$ cat config.mk
export PLATFORM = sky130hd
export DESIGN_NAME = mod_step_counter
export DESIGN_NICKNAME = d
export VERILOG_FILES = /design/src/rtl/mod_step_counter.sv
export SDC_FILE = /design/constraint.sdc
export NUM_CORES = 1
export LEC_CHECK = 0
export ABC_AREA = 1
export CAP_MARGIN = 10
export CORE_MARGIN = 2
export CORE_UTILIZATION = 30
export CTS_BUF_LIST = sky130_fd_sc_hd__clkbuf_16
export DETAILED_ROUTE_END_ITERATION = 6
export PLACE_DENSITY = 0.5
export SLEW_MARGIN = 20
export SYNTH_ARGS = -nofsm -noshare
export SYNTH_HDL_FRONTEND = slang
export SYNTH_SLANG_ARGS = --single-unit
$ cat constraint.sdc
create_clock -name clk -period 1.67 [get_ports clk]
set_input_delay 0.2505 -clock clk [delete_from_list [all_inputs] [get_ports clk]]
set_output_delay 0.2505 -clock clk [all_outputs]
set_load 0.03 [all_outputs]
$ cat src/rtl/mod_step_counter.sv
// mod_step_counter: WIDTH-bit modulo-MODULUS up/down counter with parallel
// load, push-button stepping (edge or level), wrap/saturate mode,
// terminal-count pulse and sticky overflow flag.
module mod_step_counter #(
   parameter int WIDTH     = 8,
   parameter int MODULUS   = 200,
   parameter bit EDGE_STEP = 1'b1
) (
   input  logic             clk,
   input  logic             rst_n,
   input  logic             load_n,
   input  logic [WIDTH-1:0] load_val,
   input  logic             step,
   input  logic             up,
   input  logic             sat,
   input  logic             clr_ovf,
   output logic [WIDTH-1:0] q,
   output logic             tc,
   output logic             ovf
);

   // One extra bit keeps q+1 from aliasing when MODULUS equals 2^WIDTH.
   localparam logic [WIDTH:0] MAX_E = (WIDTH+1)'(MODULUS - 1);
   localparam logic [WIDTH:0] ONE_E = (WIDTH+1)'(1);

   generate
      if ((WIDTH < 2) || (WIDTH > 16) || (MODULUS < 2) || (MODULUS > (2 ** WIDTH))) begin : g_bad_params
         $error("mod_step_counter: illegal WIDTH/MODULUS combination");
      end
   endgenerate

   logic cnt_en;

   generate
      if (EDGE_STEP) begin : g_edge
         logic s1;
         logic s2;
         logic s3;

         // Two-flop synchroniser on the asynchronous button level plus an edge flop.
         always_ff @(posedge clk) begin
            if (!rst_n) begin
               s1 <= 1'b0;
               s2 <= 1'b0;
               s3 <= 1'b0;
            end else begin
               s1 <= step;
               s2 <= s1;
               s3 <= s2;
            end
         end

         assign cnt_en = s2 & ~s3;
      end else begin : g_level
         assign cnt_en = step;
      end
   endgenerate

   logic [WIDTH:0]   q_e;
   logic [WIDTH:0]   nxt_e;
   logic [WIDTH-1:0] q_d;
   logic [WIDTH-1:0] load_q;
   logic             over;
   logic             at_max;
   logic             at_min;
   logic             limit;

   assign q_e    = {1'b0, q};
   assign over   = (q_e > MAX_E);
   assign at_max = (q_e == MAX_E);
   assign at_min = (q_e == '0);

   // Next count value and limit detection for the current direction/mode.
   always_comb begin
      nxt_e = q_e;
      limit = 1'b0;
      if (over) begin
         // Unreachable in normal use; snap back into range without flagging.
         nxt_e = up ? '0 : MAX_E;
      end else if (up) begin
         if (at_max) begin
            limit = 1'b1;
            nxt_e = sat ? q_e : '0;
         end else begin
            nxt_e = q_e + ONE_E;
         end
      end else begin
         if (at_min) begin
            limit = 1'b1;
            nxt_e = sat ? q_e : MAX_E;
         end else begin
            nxt_e = q_e - ONE_E;
         end
      end
   end

   // The top bit can only be set by an out-of-range sum; treat that as zero.
   assign q_d    = nxt_e[WIDTH] ? '0 : nxt_e[WIDTH-1:0];
   assign load_q = ({1'b0, load_val} > MAX_E) ? MAX_E[WIDTH-1:0] : load_val;

   // Count register with reset > load > count priority; ovf set beats clear.
   always_ff @(posedge clk) begin
      if (!rst_n) begin
         q   <= '0;
         tc  <= 1'b0;
         ovf <= 1'b0;
      end else if (!load_n) begin
         q   <= load_q;
         tc  <= 1'b0;
         ovf <= ovf & ~clr_ovf;
      end else begin
         if (cnt_en) begin
            q <= q_d;
         end
         tc  <= cnt_en & limit;
         ovf <= (cnt_en & limit) | (ovf & ~clr_ovf);
      end
   end

endmodule

# Word-level counts from Yosys, hierarchy flattened
# Index checks and enable logic that the tools add are counted.
# Widths: inputs -> output; s select.
dict set report word_totals {
  regBits 13
  inputBits 15
  wordCells 39
  out_inout_bits 10
}
dict set report classes {
  bitwise_logic 6
  n_addsub 2
  n_reduce_logical 3
  magnitude_cmp 2
  mux 16
  eq_ne 4
}
# operator n
set ops {}
lappend ops {{$mux 8} 7}
lappend ops {{$mux 9} 4}
lappend ops {{$gt 8x8->1 const B} 2}
lappend ops {{$ne 6x6->1 const B} 2}
lappend ops {{$add 8x1->9 const B} 1}
lappend ops {{$logic_not 9->1} 1}
lappend ops {{$sub 8x1->9 const B} 1}
lappend ops {{$eq 8x8->1 const B} 1}
lappend ops {{$mux 1} 5}
lappend ops {{$and 1x1->1} 3}
lappend ops {{$reduce_and 3->1} 1}
lappend ops {{$ne 2x1->1 const B} 1}
lappend ops {{$not 1->1} 2}
lappend ops {{$reduce_and 2->1} 1}
lappend ops {{$or 1x1->1} 1}

# Depth between registers and ports, before layout
# Gate-level depths: netlist of run 1.
dict set report depth {
  depth_word 7
  ltp_mapped 13
  depth_no_buf 13
}

# Least setup slack after synthesis of run 1
# Ideal clock, no wire load.
dict set report synth_timing {
  path_kind {register -> register}
  startpoint {reg q[0]}
  endpoint {reg q[0]}
  path_stages_with_launch 13
  slack_ns -0.091
  path_buffers 0
  period_less_slack_ns 1.761
  required_time_ns 1.555
  arrival_time_ns 1.646
  setup_time_ns 0.115
  cell_sequence {dfxtp_1 inv_1 ha_1 nand2_1 nor2_1 nand2_2 nand2_2 nand2_4 nor2_4 nor2_8 nand2_1 a21oi_1 nor2_1}
}
dict set report synth_via {
  elab_chain_cells 7
  word_cells_on_any_way 15
  cone_classes {add/sub (2); order compare (1); eq/ne (3); mux (7); reduce/logical (2)}
}
# element line_no
set synth_rtl {}
lappend synth_rtl {{start: declaration} 17} ;# output logic [WIDTH-1:0] q,
lappend synth_rtl {{start signal: assignment} 108} ;# q <= load_q;
lappend synth_rtl {{start signal: assignment} 113} ;# q <= q_d;
lappend synth_rtl {{parallel branches: the longest is 7 deep, another holds $sub 8x1->9} --}
# Parallel ways; which one is timed is not known. The select of a mux whose other input is x is not followed.
# A chain may end at the register's enable or synchronous reset.

# Worst setup path after layout of run 1
dict set report layout_timing {
  startpoint {reg q[3]}
  endpoint {out q[3]}
}
# No word-level cell between the ends.

==> results of run 1 <==
repair_timing:
item                       in CTS  in global routing
buffers inserted                0                  5
resized for setup               5                 30
gates cloned                    0                  1
hold buffers                    0                  0
pin swaps                       0                  8
setup endpoints to repair       5                 12
logic make-up (layout without fill, tap and decap cells):
kind of cell | after synthesis | in the layout | synth area share
flip-flops | 13 | 13 | 0.218
AO/OA/AOI/OAI | 30 | 30 | 0.145
adder cells (fa/ha/maj) | 3 | 3 | 0.0314
XOR/XNOR | 4 | 4 | 0.0293
AND/OR/NAND/NOR | 122 | 123 | 0.472
buffers and inverters | 31 | 87 | 0.105
flip-flops by register name, summed over array words and instances, names as in the netlist:
signal	cells
q	8
g_edge.s1	1
g_edge.s2	1
g_edge.s3	1
ovf	1
tc	1
worst max-delay path by stage:
stage,end,slack [ns],depth (start not counted)
2_1_floorplan,q[0],0.06,12
3_3_place_gp,q[0],-0.05,8
3_5_place_dp,q[0],-0.03,8
4_1_cts,q[5],0.01,1
5_1_grt,q[0],-0.01,11
6_report,q[3],0.1,1
layout by cell type (no fill, tap or decap), types with 2 or more instances in the layout:
| cell | count |
|---|---|
| a21oi_1 | 10 |
| buf_4 | 31 |
| clkbuf_16 | 3 |
| clkdlybuf4s50_1 | 17 |
| dfxtp_1 | 5 |
| dfxtp_2 | 6 |
| dfxtp_4 | 2 |
| dlygate4sd2_1 | 4 |
| dlymetal6s2s_1 | 3 |
| ha_4 | 2 |
| inv_1 | 23 |
| inv_2 | 4 |
| inv_4 | 2 |
| nand2_1 | 51 |
| nand2_2 | 6 |
| nand2_4 | 5 |
| nand3_1 | 25 |
| nand4_1 | 2 |
| nor2_1 | 21 |
| nor2_2 | 6 |
| nor2_4 | 3 |
| nor3_1 | 2 |
| o21ai_0 | 11 |
| o21ai_1 | 2 |
| o21ai_2 | 3 |
| xor2_1 | 4 |
per-layer routing:
metal | share of wire | GRT usage | wire length [um] | vias up
met5 | 0 | 0 | 0 | -
met4 | 0.017 | 0.0638 | 65 | 0
met1 | 0.47 | 0.247 | 1840 | 644
met2 | 0.47 | 0.308 | 1850 | 45
li1 | - | - | - | 769
met3 | 0.041 | 0.0169 | 162 | 7
layout make-up:
class / instances / area share
Timing Repair Buffer: 55 / 0.251
Clock buffer: 3 / 0.0396
Multi-Input combinational cell: 160 / 0.472
Inverter: 28 / 0.0581
Sequential cell: 13 / 0.145
Tap cell: 48 / 0.0317
Clock inverter: 1 / 0.00198
report_power, final:
| group | internal (uW) | switching, uW |
|---|---|---|
| Clock | 316 | 132 |
| Sequential | 339 | 43.4 |
| Combinational | 260 | 329 |
| Total | 915 | 505 |
through the flow:
stage / TNS [ns] / cell area [sq um] / hold WS, ns / instances / setup WS (ns)
global route: -0.0153 / 1890 / 0.432 / 308 / -0.0107
floorplan: 0 / 1200 / 0.348 / 203 / 0.0631
CTS: 0 / 1750 / 0.413 / 302 / 0.0124
detailed placement: -0.0553 / 1670 / 0.405 / 298 / -0.0253
global placement: -0.0820 / 1670 / 0.405 / 298 / -0.0485
finish: 0 / 1890 / 0.409 / 308 / 0.0957
==> impl_metrics.tcl, run 1 <==
set metrics [dict create \
    outcome "completed" \
    grt_max_degree 11 \
    grt_usage 0.185 \
    hold_viol 0 \
    cp_num_buf_inv 1 \
    core_sq_um 3740 \
    rsz0062_at_grt "true" \
    numPortBuffers 24 \
    synth_area_sq_um 1190 \
    grt_pass1_vias 1387 \
    crit_family "buffers and inverters" \
    reg2reg_depth 11 \
    hold_end "g_edge.s2" \
    pin_count 25 \
    wl_per_cell_um 12.7 \
    final_max_slew_viol_count 0 \
    grt_pass1_wl_mm 6.27 \
    required_ns 1.42 \
    hold_path_class "register to register" \
    multiInputGateArea_sq_um 895 \
    drc 0 \
    fin_util 0.506 \
    diodes 0 \
    cts_made_buffers 3 \
    area_growth_pct 58.5 \
    dieWidth_um 67.1 \
    cts_tree "done" \
    gp_congestion 0.853 \
    crit_path_cell_trace "clkdlybuf4s50_1" \
    vias 1465 \
    synth-edff-count 0 \
    maxSlewHeadroom 0.788 \
    antenna_found_initial 0 \
    synth.distinct_cells 25 \
    synth.largest_area_cell "dfxtp_1" \
    ir_drop_mv 0.490 \
    rr_endpoint "q[0]" \
    cts_num_sinks 13 \
    ys.flop_type "dfxtp_1" \
    drt-initial-drc-count 102 \
    syn-mean-instance-area_sq_um 5.89 \
    synth_seq_cells 13 \
    cellLeakagePower_uw 0.000980 \
    drtAntennaViolNets 0 \
    overflow 0 \
    clk_pin_slew_ns 0.05 \
    cp-start-kind "register" \
    cts_root_buf "clkbuf_16" \
    yosysTopAreaCellShare 0.218 \
    critPathMaxFanout 6 \
    fmax_ghz 0.635 \
    setup_viol_count_final 0 \
    nNetsFinal 279 \
    cp-end-kind "output pin" \
    ff2ff_setup_slack_ns 0.1 \
    rr_startpoint "q[1]" \
    nFillCells 392 \
    max_slew.worst_pin.slew_ns 0.316 \
    die_area_sq_um 4500 \
    ys_seq_area_frac 0.218 \
    clock_path_buffers 2 \
    via_per_inst 4.76 \
    seq_area_sq_um 275 \
    yosysMostFrequentCell "nand2_1" \
    synthCells 203 \
    drt-total-wl_mm 3.91 \
    ys_top_cells_by_area "dfxtp_1, nand2_1, nand3_1, inv_1, nor2_1" \
    clock_latency_ns 0.24 \
    fin_crit_ns 1.57 \
    finalCritPeriodShare 0.943 \
    p_per_area_nw_per_um2 750 \
    worstSetupStartpoint "q[3]" \
    die_h_um 67.1 \
    holdPathStages 2 \
    slowest_stage "clkdlybuf4s50_1" \
    netlist_top_cells_count "nand2_1, nand3_1, inv_1" \
    synth_fp_nets 221 \
    maxCapViolations 0 \
    rows 22 \
    htree_levels 1 \
    slowest_delay_ns 0.69 \
    initial_core_util 0.319 \
    synth-warning-count 0 \
    critPathArrivalTime_ns 1.32 \
    min_from "g_edge.s1" \
    drive_above_1_share 0.296 \
    crit_type "register to output pin" \
    skew_ns 0.00359 \
    synth-async-reset-ratio 0 \
    p_total_uw 1420 \
    dp_hpwl_mm 3.02 \
    dr.pass1.iters 5 \
]
No activity file was read; power rests on OpenSTA's default activity.
==> run 2: changes to the inputs <==
--- a/config.mk
+++ b/config.mk
@@ -7,11 +7,12 @@
 export LEC_CHECK = 0
 export ABC_AREA = 1
 export CAP_MARGIN = 10
-export CORE_MARGIN = 2
+export CORE_MARGIN = 1.5
 export CORE_UTILIZATION = 30
 export CTS_BUF_LIST = sky130_fd_sc_hd__clkbuf_16
 export DETAILED_ROUTE_END_ITERATION = 6
 export PLACE_DENSITY = 0.5
+export SKIP_CTS_REPAIR_TIMING = 1
 export SLEW_MARGIN = 20
 export SYNTH_ARGS = -nofsm -noshare
 export SYNTH_HDL_FRONTEND = slang
==> run 2 against run 1 <==
Fmax decreased by 4.2%. Core utilization increased by 0.27 points. Total power increased by 2.2%. Cell count unchanged. Sequential power decreased by 2%. Clock power increased by 3%. Flip-flop and latch count unchanged. Clock skew decreased by 0.0025 ns.
==> impl_metrics.tcl, run 2 (synthesized netlist as in run 1, its figures left out) <==
set metrics [dict create \
    setup_viol_count_final 0 \
    drt-total-wl_mm 3.91 \
    cp-end-kind "output pin" \
    clock_latency_ns 0.25 \
    final_max_slew_viol_count 0 \
    htree_levels 1 \
    gp_congestion 0.889 \
    multiInputGateArea_sq_um 903 \
    wl_met3_um 100 \
    nNetsFinal 279 \
    pin_count 25 \
    overflow 0 \
    met1Wirelength_mm 1.84 \
    drt-initial-drc-count 127 \
    initial_core_util 0.319 \
    grt_usage 0.188 \
    holdPathStages 2 \
    reg2reg_depth 10 \
    critPathArrivalTime_ns 1.39 \
    crit_type "register to output pin" \
    wl_per_cell_um 12.7 \
    finish.cell_count_without_fillers 308 \
    core_sq_um 3740 \
    fin_setup_tns_ns 0 \
    max_slew.worst_pin.slew_ns 0.324 \
    seq_area_sq_um 273 \
    outcome "completed" \
    required_ns 1.42 \
    ir_drop_mv 0.385 \
    layout_common_cells "nand2_1, buf_4, nand3_1" \
    cts_tree "done" \
    hold_path_class "register to register" \
    rr_startpoint "q[0]" \
    die_h_um 66.1 \
    cts_num_sinks 13 \
    dr.pass1.iters 4 \
    dieWidth_um 66.1 \
    maxSlewHeadroom 0.783 \
    power_frac_clock 0.318 \
    grt_pass1_wl_mm 6.18 \
    clock_path_buffers 2 \
    cts_made_buffers 3 \
    combPwrFrac 0.423 \
    vias 1441 \
    numPortBuffers 24 \
    antenna_found_initial 0 \
    p_int_uw 932 \
    fin_crit_ns 1.64 \
    finalCritPeriodShare 0.984 \
    min_from "g_edge.s1" \
    dp_hpwl_mm 3.05 \
    drc 0 \
    nFillCells 402 \
    p_switching_uw 520 \
    grt_pass1_vias 1337 \
    maxCapViolations 0 \
    drive_above_1_share 0.296 \
    top_register "q" \
    p_per_area_nw_per_um2 762 \
    cellLeakagePower_uw 0.000956 \
    area_growth_pct 59.4 \
    clk_pin_slew_ns 0.05 \
    via_per_inst 4.68 \
    hold_viol 0 \
    dpl.cell_count 299 \
    grt_max_degree 11 \
    switching_share 0.358 \
    critPathMaxFanout 4 \
    routed.top_layer "met4" \
    hold_end "g_edge.s2" \
    cp-start-kind "register" \
    skew_ns 0.00108 \
    drtAntennaViolNets 0 \
    ff2ff_setup_slack_ns 0.09 \
    die_area_sq_um 4370 \
    sequentialPowerShare 0.259 \
    cts_root_buf "clkbuf_16" \
    rows 22 \
    diodes 0 \
    largest_register_ffs 8 \
    fmax_ghz 0.608 \
    rr_endpoint "q[0]" \
    wl_met2_mm 1.89 \
    final_common_cell "nand2_1" \
]
==> run 2: cell count changes in the layout (fill, tap and decap cells not counted), moves of 2 or more <==
cell	previous run	this run
dlygate4sd2_1	4	0
dfxtp_2	6	4
dfxtp_1	5	7
o21ai_1	2	4
clkdlybuf4s50_1	17	21
nand2_2	6	8
==> run 2: how the worst max path moves through the flow <==
stage	startpoint	to	slack (ns)
after floorplan	q[0]	q[0]	0.06
after global placement	up	q[0]	-0.07
after detailed placement	up	q[0]	-0.07
after CTS	q[3]	q[3]	-0.09
after global routing	q[2]	q[7]	-0.03
final	q[1]	q[1]	0.03
==> run 2: through the flow <==
step | worst slack (ns) | power (uW) | hold WS, ns | util | instance area, sq um
floorplan | 0.0631 | 694 | 0.348 | - | 1200
CTS | -0.0885 | 1390 | 0.420 | 0.470 | 1760
global route | -0.0292 | 1540 | 0.442 | 0.509 | 1900
global placement | -0.0661 | 932 | 0.401 | 0.449 | 1680
finish | 0.0262 | 1450 | 0.418 | 0.509 | 1900
detailed placement | -0.0655 | 921 | 0.406 | 0.449 | 1680
==> run 2: final cells by class <==
| cell class | count | share of cell area |
|---|---|---|
| Clock buffer | 3 | 0.0394 |
| Clock inverter | 1 | 0.00263 |
| Inverter | 28 | 0.0565 |
| Multi-Input combinational cell | 160 | 0.474 |
| Sequential cell | 13 | 0.143 |
| Tap cell | 48 | 0.0315 |
| Timing Repair Buffer | 55 | 0.252 |
==> run 2: metal layers <==
layer / track usage / vias to the layer above
li1: - / 769
met1: 0.251 / 627
met2: 0.294 / 35
met3: 0.0221 / 10
met4: 0.0995 / 0
met5: 0 / -
==> run 2: power by group through the flow <==
stage | clock [uW] | sequential [uW] | combinational (uW)
2_1_floorplan | 0 | 405 | 289
3_3_place_gp | 0 | 375 | 557
3_5_place_dp | 0 | 374 | 547
4_1_cts | 467 | 368 | 550
5_1_grt | 485 | 380 | 681
6_report | 462 | 376 | 614
==> run 2: worst max-delay path, stage by stage, from the launching register on <==
cell,delay (ns)
dfxtp_4,0.37
buf_4,0.12
clkdlybuf4s50_1,0.66
==> run 3: changes to the inputs <==
==> constraint.sdc (replaced) <==
create_clock -name clk -period 1.9 [get_ports clk]
set_input_delay 0.285 -clock clk [delete_from_list [all_inputs] [get_ports clk]]
set_output_delay 0.285 -clock clk [all_outputs]
set_load 0.03 [all_outputs]
==> run 3 against run 2 <==
Die area did not move. Combinational power down 32%. Non-clock buffer count is 25 lower. Register-to-register slack improved by 0.12 ns. Clock power shrank 13%. Count of clock-buffer cells in the layout stayed put. Wire length shrank 10%. Worst setup slack better by 0.11 ns. Critical endpoint is now q[4]. Largest cell class unchanged. Largest power group unchanged. Highest routed layer unchanged.
==> impl_metrics.tcl, run 3 (synthesized netlist as in run 1, its figures left out) <==
set metrics [dict create \
    slowest_delay_ns 0.73 \
    critPathArrivalTime_ns 1.48 \
    critPathMaxFanout 6 \
    clock_path_buffers 2 \
    outcome "completed" \
    crit_type "register to output pin" \
    maxCapViolations 0 \
    top_register "q" \
    drc 0 \
    finalCritPeriodShare 0.928 \
    cellLeakagePower_uw 0.000775 \
    cp-end-kind "output pin" \
    cp_num_buf_inv 1 \
    crit_family "buffers and inverters" \
    slowest_stage "clkdlybuf4s50_1" \
    cts_made_buffers 3 \
    largest_register_ffs 8 \
    die_h_um 66.1 \
    clk_pin_slew_ns 0.05 \
    placed_area_sq_um 1520 \
    overflow 0 \
    cp-start-kind "register" \
    drt-initial-drc-count 115 \
    setup_viol_count_final 0 \
    dieWidth_um 66.1 \
    gp_congestion 0.917 \
    max_slew.worst_pin.slew_ns 0.323 \
    fin_crit_ns 1.76 \
    dp_slack_ns 0.133 \
    grt_pass1_vias 1316 \
    nNetsFinal 253 \
    final_max_slew_viol_count 0 \
    skew_ns 0.00267 \
    maxSlewHeadroom 0.785 \
    initial_core_util 0.319 \
    finish.cell_count_without_fillers 282 \
    drt-total-wl_mm 3.52 \
    hold_viol 0 \
    area_growth_pct 34.0 \
    drtAntennaViolNets 0 \
    grt_max_degree 11 \
    antenna_found_initial 0 \
    clock_latency_ns 0.24 \
    final_common_cell "nand2_1" \
    layout_common_cells "nand2_1, nand3_1, inv_1, clkdlybuf4s50_1, nor2_1" \
    numPortBuffers 24 \
    cts_tree "done" \
    hold_path_class "register to register" \
    rsz0062_at_grt "false" \
    core_sq_um 3740 \
    hold_ws_ns 0.409 \
    required_ns 1.62 \
    final_area_sq_um 1600 \
    drive_above_1_share 0.145 \
    fin_setup_tns_ns 0 \
    pin_count 25 \
    cp.depth 1 \
    crit_path_cell_trace "clkdlybuf4s50_1" \
    grt_usage 0.178 \
    finalWorstSetupSlack_ns 0.137 \
    dpl.cell_count 278 \
    holdPathStages 2 \
    wl_per_cell_um 12.5 \
    ir_drop_mv 0.529 \
    cts_root_buf "clkbuf_16" \
    dp_hpwl_mm 2.93 \
    reg2reg_depth 10 \
    p_per_area_nw_per_um2 717 \
    rows 22 \
    via_per_inst 4.87 \
    die_area_sq_um 4370 \
    fmax_ghz 0.567 \
    cts_num_sinks 13 \
    grt_pass1_wl_mm 5.98 \
    dr.pass1.iters 4 \
    vias 1374 \
    diodes 0 \
    htree_levels 1 \
]
[run 3: cell types whose count changed in the layout (fill, tap and decap cells not counted), sizes merged]
cell,previous run,this run
dlymetal6s2s,3,0
clkdlybuf4s50,21,24
buf,31,6
nor2,31,30
[run 3: through the flow]
stage,utilization,total power (uW)
global route,0.428,1230
floorplan,-,609
global placement,0.406,761
finish,0.428,1150
detailed placement,0.406,753
CTS,0.427,1160
[run 3: worst paths after layout]
kind / from / endpoint / slack (ns)
worst max-delay path: q[4] / q[4] / 0.14
worst min-delay path: g_edge.s1 / g_edge.s2 / 0.41
worst max register to register: q[1] / q[3] / 0.21
worst min register to register: g_edge.s1 / g_edge.s2 / 0.41
[run 3: final cells by class]
| cell class | count | area (sq um) |
|---|---|---|
| clock buffers | 3 | 75.1 |
| flip-flops and latches | 13 | 262 |
| repair buffers | 30 | 285 |
| multi-input cells | 159 | 810 |
| inverters | 28 | 105 |
| clock inverters | 1 | 5.00 |
| well taps | 48 | 60.1 |
| fillers | 429 | 2140 |
[run 3: per-layer routing]
layer,share of wire,GRT usage,up-vias
li1,-,-,711
met1,0.47,0.239,605
met2,0.45,0.291,47
met3,0.047,0.0153,11
met4,0.034,0.0740,0
met5,0,0,-
[run 3: power breakdown]
group | internal, uW | switching (uW) | total, uW
sequential | 294 | 34.2 | 329
clock | 280 | 119 | 400
combinational | 167 | 253 | 420
total | 741 | 407 | 1150
